[src/rtl/grant_pacer_if.sv]
// Grant FIFO handshake bundle: upstream FWFT pop side and downstream push side.
interface grant_pacer_if #(
  parameter int GRANT_W = 95
);
  logic               grant_in_empty_i;
  logic               grant_in_read_en_o;
  logic [GRANT_W-1:0] grant_in_data_i;
  logic               grant_out_full_i;
  logic               grant_out_write_en_o;
  logic [GRANT_W-1:0] grant_out_data_o;

  // Pacer side.
  modport slave (
    input  grant_in_empty_i,
    input  grant_in_data_i,
    input  grant_out_full_i,
    output grant_in_read_en_o,
    output grant_out_write_en_o,
    output grant_out_data_o
  );

  // Environment side: the FIFOs around the pacer.
  modport master (
    output grant_in_empty_i,
    output grant_in_data_i,
    output grant_out_full_i,
    input  grant_in_read_en_o,
    input  grant_out_write_en_o,
    input  grant_out_data_o
  );
endinterface

[src/rtl/grant_pacer.sv]
// Grant pacer: holds one grant at a time and releases it only while the total
// of granted-but-unreceived bytes stays within BUDGET_BYTES.
module grant_pacer #(
  parameter logic [31:0] BUDGET_BYTES = 32'd65536,
  parameter int          GRANT_W      = 95
) (
  input  logic          ap_clk,
  input  logic          ap_rst_n,
  input  logic          enable_i,
  grant_pacer_if.slave  gif,
  input  logic          credit_valid_i,
  input  logic [31:0]   credit_bytes_i,
  output logic [31:0]   outstanding_o,
  output logic [15:0]   stall_cnt_o,
  output logic          underflow_o
);

  localparam int INC_LSB = 35;

  typedef enum logic {
    IDLE = 1'b0,
    HOLD = 1'b1
  } state_t;

  state_t             state_q, state_d;
  logic [1:0]         rst_sync_q, rst_sync_d;
  logic [GRANT_W-1:0] hold_q, hold_d;
  logic [31:0]        outstanding_q, outstanding_d;
  logic [15:0]        stall_q, stall_d;
  logic               underflow_q, underflow_d;

  logic               fetch_ok;
  logic               read_en;
  logic               write_en;
  logic [31:0]        inc;
  logic [32:0]        sum33;
  logic [32:0]        add33;
  logic [32:0]        credit33;
  logic [32:0]        diff33;
  logic               eligible;

  // Reset release is walked through two flops so fetching starts cleanly
  // after the second rising edge following deassertion.
  always_comb begin
    rst_sync_d = {rst_sync_q[0], 1'b1};
  end

  assign fetch_ok = rst_sync_q[1];
  assign inc      = hold_q[INC_LSB +: 32];
  assign sum33    = {1'b0, outstanding_q} + {1'b0, inc};

  // An oversize grant may go alone once everything before it is received.
  assign eligible = (sum33 <= {1'b0, BUDGET_BYTES}) ||
                    ((inc > BUDGET_BYTES) && (outstanding_q == 32'd0));

  always_comb begin
    state_d  = state_q;
    hold_d   = hold_q;
    stall_d  = stall_q;
    read_en  = 1'b0;
    write_en = 1'b0;
    case (state_q)
      IDLE: begin
        if (fetch_ok && enable_i && !gif.grant_in_empty_i) begin
          read_en = 1'b1;
          hold_d  = gif.grant_in_data_i;
          state_d = HOLD;
        end
      end
      HOLD: begin
        if (eligible) begin
          if (!gif.grant_out_full_i) begin
            write_en = 1'b1;
            state_d  = IDLE;
          end
        end else if (stall_q != 16'hFFFF) begin
          stall_d = stall_q + 16'd1;
        end
      end
      default: state_d = IDLE;
    endcase
  end

  // Emit and credit settle in one update; over-crediting clamps to zero.
  always_comb begin
    outstanding_d = outstanding_q;
    underflow_d   = underflow_q;
    add33         = write_en ? sum33 : {1'b0, outstanding_q};
    credit33      = credit_valid_i ? {1'b0, credit_bytes_i} : 33'd0;
    diff33        = add33 - credit33;
    if (credit33 > add33) begin
      outstanding_d = 32'd0;
      underflow_d   = 1'b1;
    end else if (diff33[32]) begin
      outstanding_d = 32'hFFFF_FFFF;
    end else begin
      outstanding_d = diff33[31:0];
    end
  end

  always_ff @(posedge ap_clk or negedge ap_rst_n) begin
    if (!ap_rst_n) begin
      rst_sync_q    <= 2'b00;
      state_q       <= IDLE;
      hold_q        <= '0;
      outstanding_q <= 32'd0;
      stall_q       <= 16'd0;
      underflow_q   <= 1'b0;
    end else begin
      rst_sync_q    <= rst_sync_d;
      state_q       <= state_d;
      hold_q        <= hold_d;
      outstanding_q <= outstanding_d;
      stall_q       <= stall_d;
      underflow_q   <= underflow_d;
    end
  end

  assign gif.grant_in_read_en_o   = read_en;
  assign gif.grant_out_write_en_o = write_en;
  assign gif.grant_out_data_o     = hold_q;
  assign outstanding_o            = outstanding_q;
  assign stall_cnt_o              = stall_q;
  assign underflow_o              = underflow_q;

endmodule

[src/flat_wrapper.sv]
// flat-port wrapper written by rule: the top's interface ports become plain ports
module grant_pacer_flat 
#(
  parameter logic [31:0] BUDGET_BYTES = 32'd65536,
  parameter int          GRANT_W      = 95
)
  (ap_clk, ap_rst_n, enable_i, credit_valid_i, credit_bytes_i, outstanding_o, stall_cnt_o, underflow_o, gif_grant_in_empty_i, gif_grant_in_data_i, gif_grant_out_full_i, gif_grant_in_read_en_o, gif_grant_out_write_en_o, gif_grant_out_data_o);
  grant_pacer_if #(.GRANT_W(GRANT_W)) gif_i ();
  input  logic ap_clk;
  input  logic ap_rst_n;
  input  logic enable_i;
  input  logic credit_valid_i;
  input  logic [31:0] credit_bytes_i;
  output logic [31:0] outstanding_o;
  output logic [15:0] stall_cnt_o;
  output logic underflow_o;
  input wire logic [$bits(gif_i.grant_in_empty_i)-1:0] gif_grant_in_empty_i;
  input wire logic [$bits(gif_i.grant_in_data_i)-1:0] gif_grant_in_data_i;
  input wire logic [$bits(gif_i.grant_out_full_i)-1:0] gif_grant_out_full_i;
  output wire logic [$bits(gif_i.grant_in_read_en_o)-1:0] gif_grant_in_read_en_o;
  output wire logic [$bits(gif_i.grant_out_write_en_o)-1:0] gif_grant_out_write_en_o;
  output wire logic [$bits(gif_i.grant_out_data_o)-1:0] gif_grant_out_data_o;
  assign gif_i.grant_in_empty_i = gif_grant_in_empty_i;
  assign gif_i.grant_in_data_i = gif_grant_in_data_i;
  assign gif_i.grant_out_full_i = gif_grant_out_full_i;
  assign gif_grant_in_read_en_o = gif_i.grant_in_read_en_o;
  assign gif_grant_out_write_en_o = gif_i.grant_out_write_en_o;
  assign gif_grant_out_data_o = gif_i.grant_out_data_o;
  grant_pacer #(.BUDGET_BYTES(BUDGET_BYTES), .GRANT_W(GRANT_W)) u_core (.ap_clk(ap_clk), .ap_rst_n(ap_rst_n), .enable_i(enable_i), .gif(gif_i), .credit_valid_i(credit_valid_i), .credit_bytes_i(credit_bytes_i), .outstanding_o(outstanding_o), .stall_cnt_o(stall_cnt_o), .underflow_o(underflow_o));
endmodule
[config.mk]
export PLATFORM = sky130hd
export DESIGN_NAME = grant_pacer_flat
export DESIGN_NICKNAME = d
export VERILOG_FILES = /design/src/rtl/grant_pacer_if.sv /design/src/rtl/grant_pacer.sv /design/src/flat_wrapper.sv
export SDC_FILE = /design/constraint.sdc
export NUM_CORES = 1
export LEC_CHECK = 0
export CORE_AREA = 2 2 144 146
export DETAILED_ROUTE_END_ITERATION = 10
export DIE_AREA = 0 0 146 148
export GPL_TIMING_DRIVEN = 0
export PLACE_DENSITY = 0.8
export SLEW_MARGIN = 5
export SYNTH_ARGS = -nofsm -noshare
export SYNTH_HDL_FRONTEND = slang
export SYNTH_SLANG_ARGS = --single-unit
[constraint.sdc]
create_clock -name ap_clk -period 7.54 [get_ports ap_clk]
set_input_delay 1.508 -clock ap_clk [delete_from_list [all_inputs] [get_ports ap_clk]]
set_output_delay 1.508 -clock ap_clk [all_outputs]
set_load 0.02 [all_outputs]
# Word-level counts from Yosys, hierarchy flattened

Cells that the tools add are included.
W data, S select, Z words.

Add/subtract/negate cells: 3
$lt $le $gt $ge: 3
Equal/unequal tests: 1
Muxes and demuxes: 12
Bitwise logic cells: 2
Reduce and logical (&&, ||, !) cells: 8

Operator list:

| cell                    | count |
|---|---|
| $mux W32                | 3 |
| $add A32 B32 Y33        | 1 |
| $gt A33 B33 Y1          | 1 |
| $le A33 B17 Y1 const B  | 1 |
| $mux W33                | 1 |
| $sub A33 B33 Y33        | 1 |
| $gt A32 B17 Y1 const B  | 1 |
| $logic_not A32 Y1       | 1 |
| $add A16 B1 Y16 const B | 1 |
| $ne A16 B16 Y1 const B  | 1 |
| $mux W1                 | 7 |
| $logic_and A1 B1 Y1     | 3 |
| $reduce_and A3 Y1       | 1 |
| $not A1 Y1              | 2 |
| $pmux W1 S2             | 1 |
| $reduce_and A2 Y1       | 1 |
| $logic_not A1 Y1        | 1 |
| $logic_or A1 B1 Y1      | 1 |

Register bits: 147
Bits of input ports: 133
Output and inout port bits: 146
Word-level logic and storage cells: 35

# Depth between registers and ports, before layout

Depth after elaboration: 9
Mapped depth: 29
Gate-level depth less buffers: 27

# Worst setup path before layout

OpenSTA, ideal clock, no wires.

Kind: flip-flop to flip-flop
Start point: reg u_core.hold_q[35] (netlist: u_core.gif.grant_out_data_o[35])
End point: reg u_core.outstanding_q[31] (netlist: u_core.outstanding_o[31])
Library setup time: 0.144 ns
Data arrival time: 6.753 ns
Required time: 7.396 ns
Setup slack: 0.643 ns
Stages on the path, launching flop included: 30
Buffers on the path: 2
Path through: dfrtp_1 > ha_1 > fa_1 > a21oi_1 > o21ai_1 > a221o_1 > xor2_1 > or4_1 > or4_1 > o41ai_1 > nand4_1 > nor2_2 > o21ai_2 > buf_6 > mux2i_1 > ha_1 > inv_1 > fa_1 > nand2_1 > a2111o_1 > o311ai_0 > o2111a_1 > a211o_1 > a221oi_1 > nor3_1 > a211oi_1 > o21ai_0 > xor2_1 > clkbuf_1 > a21oi_1

Longest elaborated chain between the ends: 9
Elaborated cells on any way between the ends: 12
Classes of those cells: add/sub (2); order compare (3); mux (5); reduce/logical (2)

RTL lines:

| item                                                         | RTL line                             | text |
|---|---|---|
| from (decl)                                                  | grant_pacer.sv:27                    | `logic [GRANT_W-1:0] hold_q, hold_d;` |
| from (signal assigned)                                       | grant_pacer.sv:112                   | `hold_q <= hold_d;` |
| $add A32 B32 Y33 / $gt A32 B17 Y1 (equally long branches)    | grant_pacer.sv:50, grant_pacer.sv:54 |  |
| $le A33 B17 Y1 / $logic_and A1 B1 Y1 (equally long branches) | grant_pacer.sv:53, grant_pacer.sv:54 |  |
| $logic_or A1 B1 Y1                                           | grant_pacer.sv:53                    | `assign eligible = (sum33 <= {1'b0, BUDGET_BYTES}) \|\|` |
| $mux W1                                                      | grant_pacer.sv:71                    | `if (eligible) begin` |
| $mux W1                                                      | grant_pacer.sv:62                    | `case (state_q)` |
| $mux W33 *                                                   | grant_pacer.sv:88                    | `add33 = write_en ? sum33 : {1'b0, outstanding_q};` |
| $sub A33 B33 Y33                                             | grant_pacer.sv:90                    | `diff33 = add33 - credit33;` |
| $mux W32                                                     | grant_pacer.sv:94                    | `end else if (diff33[32]) begin` |
| $mux W32 *                                                   | grant_pacer.sv:91                    | `if (credit33 > add33) begin` |
| net u_core.outstanding_d[31]                                 | grant_pacer.sv:28                    | `logic [31:0] outstanding_q, outstanding_d;` |
| to (signal assigned)                                         | grant_pacer.sv:113                   | `outstanding_q <= outstanding_d;` |
| to (decl)                                                    | grant_pacer.sv:28                    |  |

The timed path passes the listed nets; every way through them passes the cells marked *.
A chain may end at the register's enable or synchronous reset.

# Worst setup path after layout

Start point: reg u_core.hold_q[35] (netlist: u_core.gif.grant_out_data_o[35])
End point: reg u_core.outstanding_q[22] (netlist: u_core.outstanding_o[22])

The elaborated chain is that of the path after synthesis.

==> results.yml <==
worst_setup_path:
  arrival_ps: 7640
  crit_buf_inv: 4
  crit_required_ps: 7870
  regToRegSetupSlack_ps: 230
  crit_type: "reg2reg"
  cp_top_family: "compound AO/OA/AOI/OAI gates"
  setup.worst_path.end_class: "flop"
  cp_max_fo: 10
  rr_endpoint: "u_core.outstanding_o[22]"
  worst_path_max_delay_cell: "or4_1"
  critPathLaunchType: "flop"
  crit_path_max_incr_delay_ps: 540
  r2r-start: "u_core.gif.grant_out_data_o[35]"
  ff2ff_path_depth: 30
clock_network:
  cts.path.max_buffers: 2
  clockRootBuffer: "clkbuf_16"
  clk_pin_slew_ps: 70
  htree_num_levels: 4
  insertion_delay_ps: 430
  holdBufCountCts: 0
  clock-sinks: 147
  tritoncts: "yes"
  cts_buffers: 17
hold_path:
  hold_path_end: "u_core.rst_sync_q[1]"
  hold_depth: 0
  hp-start: "u_core.rst_sync_q[0]"
  hold_path.class: "reg2reg"
global_routing:
  overflow: 0
  antenna_found_initial: 0
  grt_pass1_wl_mm: 45.3
  grt_max_degree: 85
  grt_pass1_vias: 8623
  grt_util_all_layers_pct: 26.4
placement:
  dpl_cell_area_um2: 12600
  hpwl_mm: 22.1
  dp.cells: 1468
  dp_slack_ps: -788
  portBuffers: 278
  place.gp.congestion: 0.913
synth:
  synthXorXnorAreaFrac_pct: 6.51
  synth_warnings: 0
  yosys.area_share.simple_pct: 12.4
  synth_fp_nets: 1119
  yosysSeqAreaShare_pct: 39.0
  synthMuxAreaShare_pct: 16.1
  synth_compound_area_share_pct: 14.4
  synthAdderAreaFrac_pct: 9.06
  syn_area_um2: 9420
  synth_edf_count: 0
  async_reset_ff_share_pct: 100
  syn_inst: 919
  synth_flop_cell: "dfrtp_1"
  avgSynthCellArea_um2: 10.3
  yosys.cell_types.count: 60
  synth_top_family_by_area: "multiplexers"
  synth_seq_cells: 147
layout:
  fin_nets: 1429
  final_cell_mix: "277 x clkdlybuf4s50_1, 146 x dfrtp_1, 99 x mux2_2, 89 x a21oi_1, 68 x nand2_1"
  n_fill_cell: 1569
  area_growth_pct: 42.8
  drive_gt1_share_pct: 17.2
  finalNonFillerCells: 1512
  final_util_pct: 67.1
  diodes: 0
  layout_commonest_cell: "clkdlybuf4s50_1"
  final_area_um2: 13500
  multi_input_area_um2: 5660
  regArea_um2: 3680
floorplan:
  die_area_um2: 21600
  core_um2: 20000
  initial_core_util_pct: 47.0
  row_count: 52
  io_pins: 279
  die_w_um: 146
  die_h_um: 148
power_and_ir_drop:
  switching_share_pct: 43.7
  ir_drop_uv: 166
  design_power_total_mw: 4.73
  p_int_mw: 2.66
  cellPowerDensity_nw_per_um2: 352
  p_clk_share_pct: 18.3
  p_sw_mw: 2.07
  share_seq_of_total_power_pct: 24.8
  combPwrFrac_pct: 56.9
  cellLeakagePower_nw: 6.15
routing:
  drtPass1Iterations: 5
  avgRoutedWirePerCell_um: 19.3
  drt_iter0_drc: 477
  wl_mm: 29.2
  drc: 0
  vias_per_cell: 5.68
  via_count: 8588
  ant_nets: 0
timing:
  hold_viol: 0
  clock_skew_ps: 9.60
  max_freq_mhz: 137
  worst_slack_ps: 231
  worst_slew_pin_slew_ps: 840
  maxSlewHeadroom_pct: 43.6
  setup_viol: 0
  layout_min_cycle_time_ps: 7310
  drv_slew: 0
  finalCritPeriodShare_pct: 96.9
run:
  max_cap_viol_count: 0
outcome:
  status: "completed"
==> registers in the layout (all words and copies together) (netlist names) <==
name	cells
u_core.gif.grant_out_data_o	95
u_core.outstanding_o	32
u_core.rst_sync_q	2
u_core.stall_cnt_o	16
u_core.state_q	1
u_core.underflow_o	1
==> power by group through the flow <==
stage | Combinational (mW) | Clock (mW) | Sequential [mW]
after floorplan | 1.50 | 0 | 1.28
after global placement | 2.41 | 0 | 1.17
after detailed placement | 2.45 | 0 | 1.17
after CTS | 2.55 | 0.875 | 1.16
after global routing | 2.90 | 0.910 | 1.19
final | 2.69 | 0.865 | 1.17
==> repair_timing <==
item                       in CTS  in global routing
setup endpoints to repair      33                 33
gates cloned                    1                  0
buffers inserted                6                  5
pin swaps                       5                 12
gates resized for setup        20                 36
==> worst register-to-register path, delay by kind of cell, from the launching register on <==
kind	cells	cell delay [ps]
AND/OR/NAND/NOR	6	1650
buffers and inverters	4	570
XOR/XNOR	2	360
AO/OA/AOI/OAI	13	2810
flip-flops	1	440
multiplexers	1	180
adder cells (fa/ha/maj)	4	1160
==> cells in the mapped netlist (all sizes together) (5+ instances only) <==
| cell | number | share of area [%] |
|---|---|---|
| and3 | 14 | 0.93 |
| nand4 | 11 | 0.73 |
| o31ai | 5 | 0.40 |
| o21ai | 36 | 2.0 |
| ha | 65 | 8.6 |
| a211oi | 10 | 0.80 |
| nor4 | 20 | 1.3 |
| xor2 | 35 | 3.3 |
| and2 | 7 | 0.46 |
| mux2 | 122 | 15 |
| o21a | 5 | 0.40 |
| nor2 | 35 | 1.4 |
| mux2i | 6 | 0.64 |
| inv | 21 | 0.84 |
| a21o | 18 | 1.4 |
| a21oi | 95 | 5.0 |
| a31oi | 8 | 0.53 |
| nand3 | 23 | 1.2 |
| o21bai | 15 | 1.2 |
| clkbuf | 29 | 1.2 |
| nand2 | 69 | 2.7 |
| dfrtp | 147 | 39 |
| nor3 | 20 | 1.1 |
| xnor2 | 35 | 3.3 |
| nand2b | 13 | 0.86 |
==> cells by family (layout without fill, tap and decap cells) <==
logic type,count (synthesis),after routing
XOR/XNOR,70,70
AO/OA/AOI/OAI,219,219
other,1,1
multiplexers,128,128
adder cells (fa/ha/maj),67,67
flip-flops,147,147
AND/OR/NAND/NOR,233,233
buffers and inverters,54,377
==> how the worst max path moves through the flow <==
stage                     depth (start not counted)                            start  slack (ps)                               to
final                                            30  u_core.gif.grant_out_data_o[35]         230         u_core.outstanding_o[22]
after floorplan                                  29  u_core.gif.grant_out_data_o[35]         640         u_core.outstanding_o[31]
after detailed placement                         29  u_core.gif.grant_out_data_o[35]        -790          u_core.outstanding_o[5]
after global routing                             30  u_core.gif.grant_out_data_o[35]         -10         u_core.outstanding_o[25]
after CTS                                        30  u_core.gif.grant_out_data_o[35]          30         u_core.outstanding_o[11]
after global placement                            1                         ap_rst_n       -1130  u_core.gif.grant_out_data_o[10]
==> metal layers <==
metal | track usage, % | share of wire, %
met2 | 45.8 | 49
met3 | 6.14 | 7.6
met4 | 9.95 | 3.5
met1 | 32.2 | 40
met5 | 0 | 0
==> layout make-up <==
type                       instances  share of cell area [%]
multi-input combinational        718                    42.1
sequential                       147                    27.4
timing repair buffer             291                    21.6
clock buffer                      18                    3.26
tap                              270                    2.51
buffer                            33                    1.42
clock inverter                    14                    1.21
inverter                          21                   0.586
==> metrics by stage <==
step                hold WS, ps  TNS [ps]
finish                      358         0
global route                365     -26.2
CTS                         360         0
detailed placement          346    -23440
global placement            333   -184950
floorplan                   331         0
Power figures use the tool's default switching activity.
